**src/rtl/five_bit_serial_adder.sv**
```systemverilog
// Bit-serial WIDTH-bit adder: one full-adder slice plus carry flop, LSB first, ready/start in, valid/ack out.
// Optional macro ADD_SAT_EN: clamp sum to all ones when the final carry is set (cout still reports 1).
module five_bit_serial_adder #(
    parameter int WIDTH = 5
) (
    input  logic             clk,
    input  logic             rst_n,
    input  logic             start,
    input  logic [WIDTH-1:0] a,
    input  logic [WIDTH-1:0] b,
    input  logic             cin,
    output logic             ready,
    output logic             busy,
    output logic             valid,
    input  logic             ack,
    output logic [WIDTH-1:0] sum,
    output logic             cout
);

    localparam int CNT_W = (WIDTH > 1) ? $clog2(WIDTH) : 1;
    localparam logic [CNT_W-1:0] LAST_BIT = CNT_W'(WIDTH - 1);

    typedef enum logic [1:0] {
        S_IDLE,
        S_RUN,
        S_DONE
    } state_t;

    state_t state_q, state_d;

    logic [WIDTH-1:0] a_sr, b_sr, sum_q;
    logic             carry_q, cout_q;
    logic [CNT_W-1:0] cnt_q;

    logic             s_bit, c_next, last_bit;
    logic [WIDTH-1:0] sum_shift, sum_final;

`ifdef ADD_SAT_EN
    function automatic logic [WIDTH-1:0] sat_sum(input logic [WIDTH-1:0] s, input logic c);
        return c ? {WIDTH{1'b1}} : s;
    endfunction
`endif

    // Single full-adder slice working on the operand LSBs
    assign s_bit     = a_sr[0] ^ b_sr[0] ^ carry_q;
    assign c_next    = (a_sr[0] & b_sr[0]) | (a_sr[0] & carry_q) | (b_sr[0] & carry_q);
    assign sum_shift = {s_bit, sum_q[WIDTH-1:1]};
    assign last_bit  = (cnt_q == LAST_BIT);

    always_comb begin
`ifdef ADD_SAT_EN
        sum_final = sat_sum(sum_shift, c_next);
`else
        sum_final = sum_shift;
`endif
    end

    always_comb begin
        state_d = state_q;
        case (state_q)
            S_IDLE:  if (start) state_d = S_RUN;
            S_RUN:   if (last_bit) state_d = S_DONE;
            S_DONE:  if (ack) state_d = S_IDLE;
            default: state_d = S_IDLE;
        endcase
    end

    always_ff @(posedge clk or negedge rst_n) begin
        if (!rst_n) begin
            state_q <= S_IDLE;
        end else begin
            state_q <= state_d;
        end
    end

    always_ff @(posedge clk or negedge rst_n) begin
        if (!rst_n) begin
            a_sr    <= '0;
            b_sr    <= '0;
            carry_q <= 1'b0;
            cnt_q   <= '0;
            sum_q   <= '0;
            cout_q  <= 1'b0;
        end else begin
            case (state_q)
                S_IDLE: begin
                    if (start) begin
                        a_sr    <= a;
                        b_sr    <= b;
                        carry_q <= cin;
                        cnt_q   <= '0;
                    end
                end
                S_RUN: begin
                    a_sr    <= a_sr >> 1;
                    b_sr    <= b_sr >> 1;
                    carry_q <= c_next;
                    cnt_q   <= cnt_q + CNT_W'(1);
                    // Final bit also captures the carry-out and, if enabled, the clamped sum
                    if (last_bit) begin
                        sum_q  <= sum_final;
                        cout_q <= c_next;
                    end else begin
                        sum_q  <= sum_shift;
                    end
                end
                default: ;
            endcase
        end
    end

    assign ready = (state_q == S_IDLE);
    assign busy  = (state_q == S_RUN);
    assign valid = (state_q == S_DONE);
    assign sum   = sum_q;
    assign cout  = cout_q;

endmodule

```
**config.mk**
```make
export PLATFORM = sky130hd
export DESIGN_NAME = five_bit_serial_adder
export DESIGN_NICKNAME = d
export VERILOG_FILES = /design/src/rtl/five_bit_serial_adder.sv
export SDC_FILE = /design/constraint.sdc
export NUM_CORES = 1
export LEC_CHECK = 0
export CAP_MARGIN = 40
export CORE_UTILIZATION = 35
export CTS_CLUSTER_DIAMETER = 60
export CTS_CLUSTER_SIZE = 28
export DETAILED_ROUTE_END_ITERATION = 8
export PLACE_DENSITY = 0.6
export SYNTH_ARGS = -nofsm -noshare
export SYNTH_HDL_FRONTEND = slang
export SYNTH_SLANG_ARGS = --single-unit
```
**constraint.sdc**
```tcl
create_clock -name clk -period 1.8 [get_ports clk]
set_input_delay 0.45 -clock clk [delete_from_list [all_inputs] [get_ports clk]]
set_output_delay 0.45 -clock clk [all_outputs]
set_load 0.1 [all_outputs]
```
Word level (Yosys, flattened, before mapping)
Index checks and enable logic that the tools add are counted.
Widths: inputs -> output; s select.
- eq/ne operators: 6
- muxes and demuxes: 12
- reductions and logical operators: 5
- add/sub/neg operators: 1
- bitwise logic cells: 7
- operators with widths (kind ; number):
    $pmux 5 s2 ; 2
    $mux 5 ; 2
    $mux 2 ; 3
    $pmux 2 s3 ; 1
    $pmux 3 s2 ; 1
    $ne 2x1->1 const B ; 2
    $reduce_and 2->1 ; 2
    $add 3x1->3 const B ; 1
    $and 1x1->1 ; 3
    $eq 3x3->1 const B ; 1
    $mux 3 ; 1
    $reduce_and 3->1 ; 1
    $eq 2x1->1 const B ; 1
    $eq 2x2->1 const B ; 1
    $logic_not 2->1 ; 1
    $ne 2x2->1 const B ; 1
    $or 1x1->1 ; 2
    $pmux 1 s2 ; 1
    $reduce_bool 2->1 ; 1
    $xor 1x1->1 ; 2
    $mux 1 ; 1
- output and inout port bits: 9
- register bits after elaboration: 22
- logic and storage cells: 38
- bits of input ports: 15

Depth between registers and ports, before layout
Gate-level depths: netlist (run 1).
- word-level depth: 4
- mapped depth: 6
- depth with buffers taken out: 4

Worst setup path after synthesis (run 1)
OpenSTA, ideal clock, no wires.
- kind: register -> output
- start: register state_q[1]
- end: output valid
- data arrival time: 1886 ps
- setup slack: -536 ps
- stages on the path, launching flop included: 4
- data required time: 1350 ps
- buffers on the path: 1
- path through: dfrtp_1 > inv_1 > clkbuf_1 > nor2_1
- longest elaborated chain between the ends: 1
- ends and longest elaborated chain (element ; RTL line ; RTL):
    from (decl) ; 29 ; state_t state_q, state_d;
    from (signal assigned) ; 72 ; state_q <= state_d;
    $eq 2x2->1 ; 114 ; assign valid = (state_q == S_DONE);
    to (decl) ; 14 ; output logic valid,
Every way passes these cells.

Worst setup path after layout (run 1)
- start: register state_q[0]
- end: output ready
- longest elaborated chain between the ends: 1
- ends and longest elaborated chain (element ; RTL line ; RTL):
    $logic_not 2->1 ; 112 ; assign ready = (state_q == S_IDLE);
    to (decl) ; 12 ; output logic ready,
Every way passes these cells.

==> results of run 1 <==
-- path summary, 6_finish.rpt --
path	start	endpoint	slack, ns
setup / recovery	state_q[0]	ready	0.13
hold / removal	rst_n	cout	0.47
setup reg to reg	a_sr[0]	cout	0.55
hold reg to reg	a_sr[4]	a_sr[4]	0.51
max in group asynchronous	rst_n	state_q[0]	1.07
min in group clk	a_sr[4]	a_sr[4]	0.51
-- flip-flops by register name, summed over array words and instances (netlist names) --
| signal | cells |
|---|---|
| carry_q | 1 |
| state_q | 2 |
| cnt_q | 3 |
| cout | 1 |
| a_sr | 5 |
| b_sr | 5 |
| sum | 5 |
-- cells by family (layout without fill, tap and decap cells) --
group,Yosys count,in the layout,share of synthesized area
and+or+nand+nor,29,29,0.1386
DFF,22,22,0.5301
muxes,1,1,0.01445
buffers and inverters,12,39,0.06746
adders and majority gates,3,3,0.04337
AOI/OAI and AO/OA,34,34,0.2060
-- cell usage in the layout, fill, tap and decap left out, drive strengths merged --
cell type and n:
dfrtp 22, nand2 20, o22ai 16, buf 15, clkdlybuf4s50 14, a21oi 8, inv 4, clkbuf 4
nor2 3, o21ai 2, ha 2, nand2b 2, clkinv 2, o21bai 1, a31oi 1, a22o 1
nor2b 1, a221oi 1, nand3 1, o31ai 1, or2 1, a21boi 1, a41o 1, mux2 1
nand3b 1, o211ai 1, fa 1
-- metal layers --
layer / global-route usage / vias to the layer above / part of all wire
met3: 0.02765 / 4 / 0.043
met4: 0.06969 / 0 / 0.016
met5: 0 / - / 0
met2: 0.2622 / 20 / 0.46
li1: - / 415 / -
met1: 0.2065 / 396 / 0.48
-- metrics by stage --
step | util | cell area (µm²) | cells | hold slack (ns) | setup TNS (ns)
final | 0.5187 | 1443 | 159 | 0.4745 | 0
after global routing | 0.5187 | 1443 | 159 | 0.4808 | 0
after CTS | 0.5182 | 1441 | 159 | 0.4724 | 0
after detailed placement | 0.5052 | 1405 | 155 | 0.4752 | 0
after global placement | 0.5052 | 1405 | 155 | 0.4993 | 0
after floorplan | - | 1044 | 101 | 0.1544 | -0.09654
-- worst max-delay path, stage by stage (launching register included) --
cell	delay (ns)
dfrtp_2	0.51
nor2_2	0.21
buf_12	0.20
-- area by class of cell --
class / count / area (µm²) / share of cell area
Multi-Input combinational cell: 67 / 422.9 / 0.2931
Timing Repair Buffer: 29 / 365.4 / 0.2533
Inverter: 6 / 27.53 / 0.01908
Tap cell: 31 / 38.79 / 0.02689
Clock buffer: 4 / 36.28 / 0.02515
Sequential cell: 22 / 551.8 / 0.3825
==> results.yml, run 1 <==
global_routing:
  grt_pass1_vias: 915
  grt_overflow: 0
  antenna_found_initial: 0
  groute.usage.overall: 0.1599
  grt_max_degree: 23
  grt_pass1_wl_um: 3967
layout:
  areaGrowthSynthToFinish_pct: 38.92
  fillers: 252
  final_nets: 147
  drive_above_1_share: 0.2109
  num_antenna_cells: 0
sta:
  fin_ws_ns: 0.1281
  tightestPinTransition_ns: 0.3315
  maxSlewViolCount: 0
  hold_viol_final: 0
  relSlewSlack: 0.7790
  rsz0062_at_grt: "no"
  skew_ns: 0.004017
  period_share: 0.9288
  setup_viol: 0
  period_minus_slack_ns: 1.672
  max_freq_mhz: 598.1
worst_setup_path:
  crit_type: "reg -> out"
  cp-end-kind: "output pin"
  rr_worst_depth: 2
  arrival_ns: 1.22
  crit_fanout: 9
  critPathLaunchType: "flip-flop"
  required_ns: 1.35
placed_design:
  dp_hpwl_um: 1614
  port_buffers: 23
  place_ws_ns: 0.1252
  routabilityCongestion: 0.7455
drt:
  dr.pass1.iters: 4
  dr.first_iter.drc_count: 16
  drc: 0
  wl_per_cell_um: 13.74
  vias: 835
  routed_via_density: 5.252
  ant_nets: 0
  wirelength_um: 2184
yosys:
  synth_top_area_frac: 0.5301
  synthTopCellsByArea: "dfrtp_1 53%, o22ai_1 9.6%, nand2_1 7.2%"
  synth_top_area_cell: "dfrtp_1"
  synth-edff-count: 0
  synth_area_per_cell_um2: 10.28
  ys_warn_count: 0
  ys_seq_elements: 22
  synth_area_um2: 1038
  seq_area_frac_synth: 0.5301
  synth_fp_nets: 119
  async_reset_ff_frac: 1.000
  synth_commonest_cells: "22 x dfrtp_1, 20 x nand2_1, 16 x o22ai_1"
  synth_cells: 101
  yosys.cell_count.top_type: "dfrtp_1"
  synth_ff_type: "dfrtp_1"
  synth.distinct_cells: 30
clocking:
  cts_tree: "done"
  cts_buffer_depth: 2
  cts_setup_buffers: 0
  root_buffer: "clkbuf_4"
  holdBufCountCts: 0
  clock-sinks: 22
  cts_resized: 0
  clkSlewWorstSetupHoldPaths_ns: 0.12
  htree_levels: 1
  numCtsBuffers: 3
  insertion_delay_ns: 0.31
worst_hold_path:
  hold_class: "in -> async"
die:
  die_h_um: 56.47
  core-area_um2: 2781
  start_util: 0.3734
  ios: 24
  die_w_um: 56.47
  fp-row-count: 19
  die_area_um2: 3189
status:
  status: "finished clean"
job:
  maxCapViolCount: 0
Power of run 1 is not shown: default switching activity piles up to over one toggle a cycle in this logic, so the estimate is an artifact.
==> run 2: changes to the inputs <==
PLACE_DENSITY = unset   (was 0.6)
==> results of run 2 <==
Same layout as run 1: the final DEF is identical, and so are final timing and power.
Power of run 2 is left out for the same reason.
==> run 3: changes to the inputs <==
CAP_MARGIN = unset   (was 40)
CTS_BUF_LIST = sky130_fd_sc_hd__clkbuf_16   (was unset)
==> run 3 against run 2 <==
Against the previous run: design area grew 2.9%; via count shrank 0.36%; non-clock buffer count is the same; sequential share of layout area shrank 1.1 points; global-route usage grew 0.46 points; clock skew is essentially flat; core utilization grew 1.5 points; maximum frequency grew 1.6%; count of clock-buffer cells in the layout shrank 1; die area is the same; final cell count is the same; highest routed layer unchanged; critical path type unchanged; hold slack gained 0.0060 ns.
==> results.yml, run 3 (synthesis results as in run 1) <==
worst_setup_path:
  arrival_ns: 1.20
  r2r_setup_slack_ns: 0.49
  rr_worst_depth: 2
  crit_chain: "nand2b_4 -> clkinv_4 -> buf_12"
  crit_fanout: 9
  worstReg2RegEnd: "b_sr[4]"
  cp-end-kind: "output pin"
  crit_start: "state_q[0]"
  crit_path_top_delay_cell: "dfrtp_1"
  timing.rr.start: "state_q[0]"
  required_ns: 1.35
  cpPeakStageDelay_ns: 0.56
  crit_path_end: "busy"
  critPathLaunchType: "flip-flop"
  crit_type: "reg -> out"
status:
  status: "finished clean"
drt:
  dr.first_iter.drc_count: 19
  vias: 832
  wirelength_um: 2245
  routed_via_density: 5.233
  dr.pass1.iters: 4
  wl_per_cell_um: 14.12
  drc: 0
  ant_nets: 0
clocking:
  numCtsBuffers: 3
  holdBufCountCts: 0
  root_buffer: "clkbuf_16"
  clkSlewWorstSetupHoldPaths_ns: 0.06
  cts_setup_buffers: 0
  cts_resized: 0
  insertion_delay_ns: 0.25
  cts_tree: "done"
  cts_buffer_depth: 2
  clock-sinks: 22
  htree_levels: 1
die:
  core-area_um2: 2781
  start_util: 0.3734
  fp-row-count: 19
  ios: 24
  die_area_um2: 3189
  die_w_um: 56.47
  die_h_um: 56.47
sta:
  maxSlewViolCount: 0
  period_minus_slack_ns: 1.645
  setup_viol: 0
  tightestPinTransition_ns: 0.3633
  rsz0062_at_grt: "no"
  period_share: 0.9140
  skew_ns: 0.004362
  fin_ws_ns: 0.1548
  hold_viol_final: 0
  max_freq_mhz: 607.8
  relSlewSlack: 0.7578
placed_design:
  routabilityCongestion: 0.7455
  dp_hpwl_um: 1614
  port_buffers: 23
  place_ws_ns: 0.1252
layout:
  final_cell_mix: "22 x dfrtp_1, 20 x nand2_1, 16 x o22ai_1"
  layout_commonest_cell: "dfrtp_1"
  drive_above_1_share: 0.1953
  areaGrowthSynthToFinish_pct: 42.89
  final_nets: 147
  num_antenna_cells: 0
worst_hold_path:
  worstHoldPathCells: 2
  hold_class: "reg -> reg"
global_routing:
  groute.usage.overall: 0.1645
  antenna_found_initial: 0
  grt_pass1_wl_um: 4029
  grt_pass1_vias: 916
  grt_overflow: 0
  grt_max_degree: 23
job:
  maxCapViolCount: 0
run 3: changes by cell type in the layout (fill, tap and decap cells not counted):
cell / before / now
dfrtp_2: 1 / 0
clkbuf_4: 3 / 0
clkinv_1: 1 / 2
clkbuf_8: 1 / 0
dfrtp_1: 21 / 22
clkbuf_16: 0 / 3
run 3: how the worst min path moves through the flow:
| stage | from | to | slack, ns |
|---|---|---|---|
| 2_1_floorplan | rst_n | a_sr[0] | 0.15 |
| 3_3_place_gp | a_sr[4] | a_sr[4] | 0.50 |
| 3_5_place_dp | a_sr[4] | a_sr[4] | 0.48 |
| 4_1_cts | a_sr[4] | a_sr[4] | 0.49 |
| 5_1_grt | a_sr[4] | a_sr[4] | 0.52 |
| 6_report | a_sr[4] | a_sr[4] | 0.48 |
run 3: critical path: cells and delay by family (launching register included):
kind                   cells  cell delay [ns]
DFF                        1             0.56
buffers and inverters      2             0.29
and+or+nand+nor            1             0.10
run 3: layout make-up:
cell class | instances | area [µm²]
clock buffers | 3 | 75.07
clock inverters | 1 | 3.754
fillers | 244 | 1297
inverters | 6 | 27.53
multi-input cells | 67 | 422.9
flip-flops and latches | 22 | 550.5
well taps | 31 | 38.79
repair buffers | 29 | 365.4
run 3: per-layer routing:
layer | up-vias | global-route usage | routed length [µm]
met1 | 396 | 0.2075 | 1052
met5 | - | 0 | 0
met2 | 19 | 0.2739 | 1052
met4 | 0 | 0.07317 | 44
li1 | 412 | - | -
met3 | 5 | 0.02995 | 95
run 3: per-stage QoR:
step           setup TNS (ns)  hold slack, ns  cells    util  instance area [µm²]
2_1_floorplan        -0.09654          0.1544    101       -                 1044
3_3_place_gp                0          0.4993    155  0.5052                 1405
3_5_place_dp                0          0.4752    155  0.5052                 1405
4_1_cts                     0          0.4891    159  0.5335                 1484
5_1_grt                     0          0.5160    159  0.5335                 1484
6_report                    0          0.4805    159  0.5335                 1484
Power of run 3 is left out for the same reason.
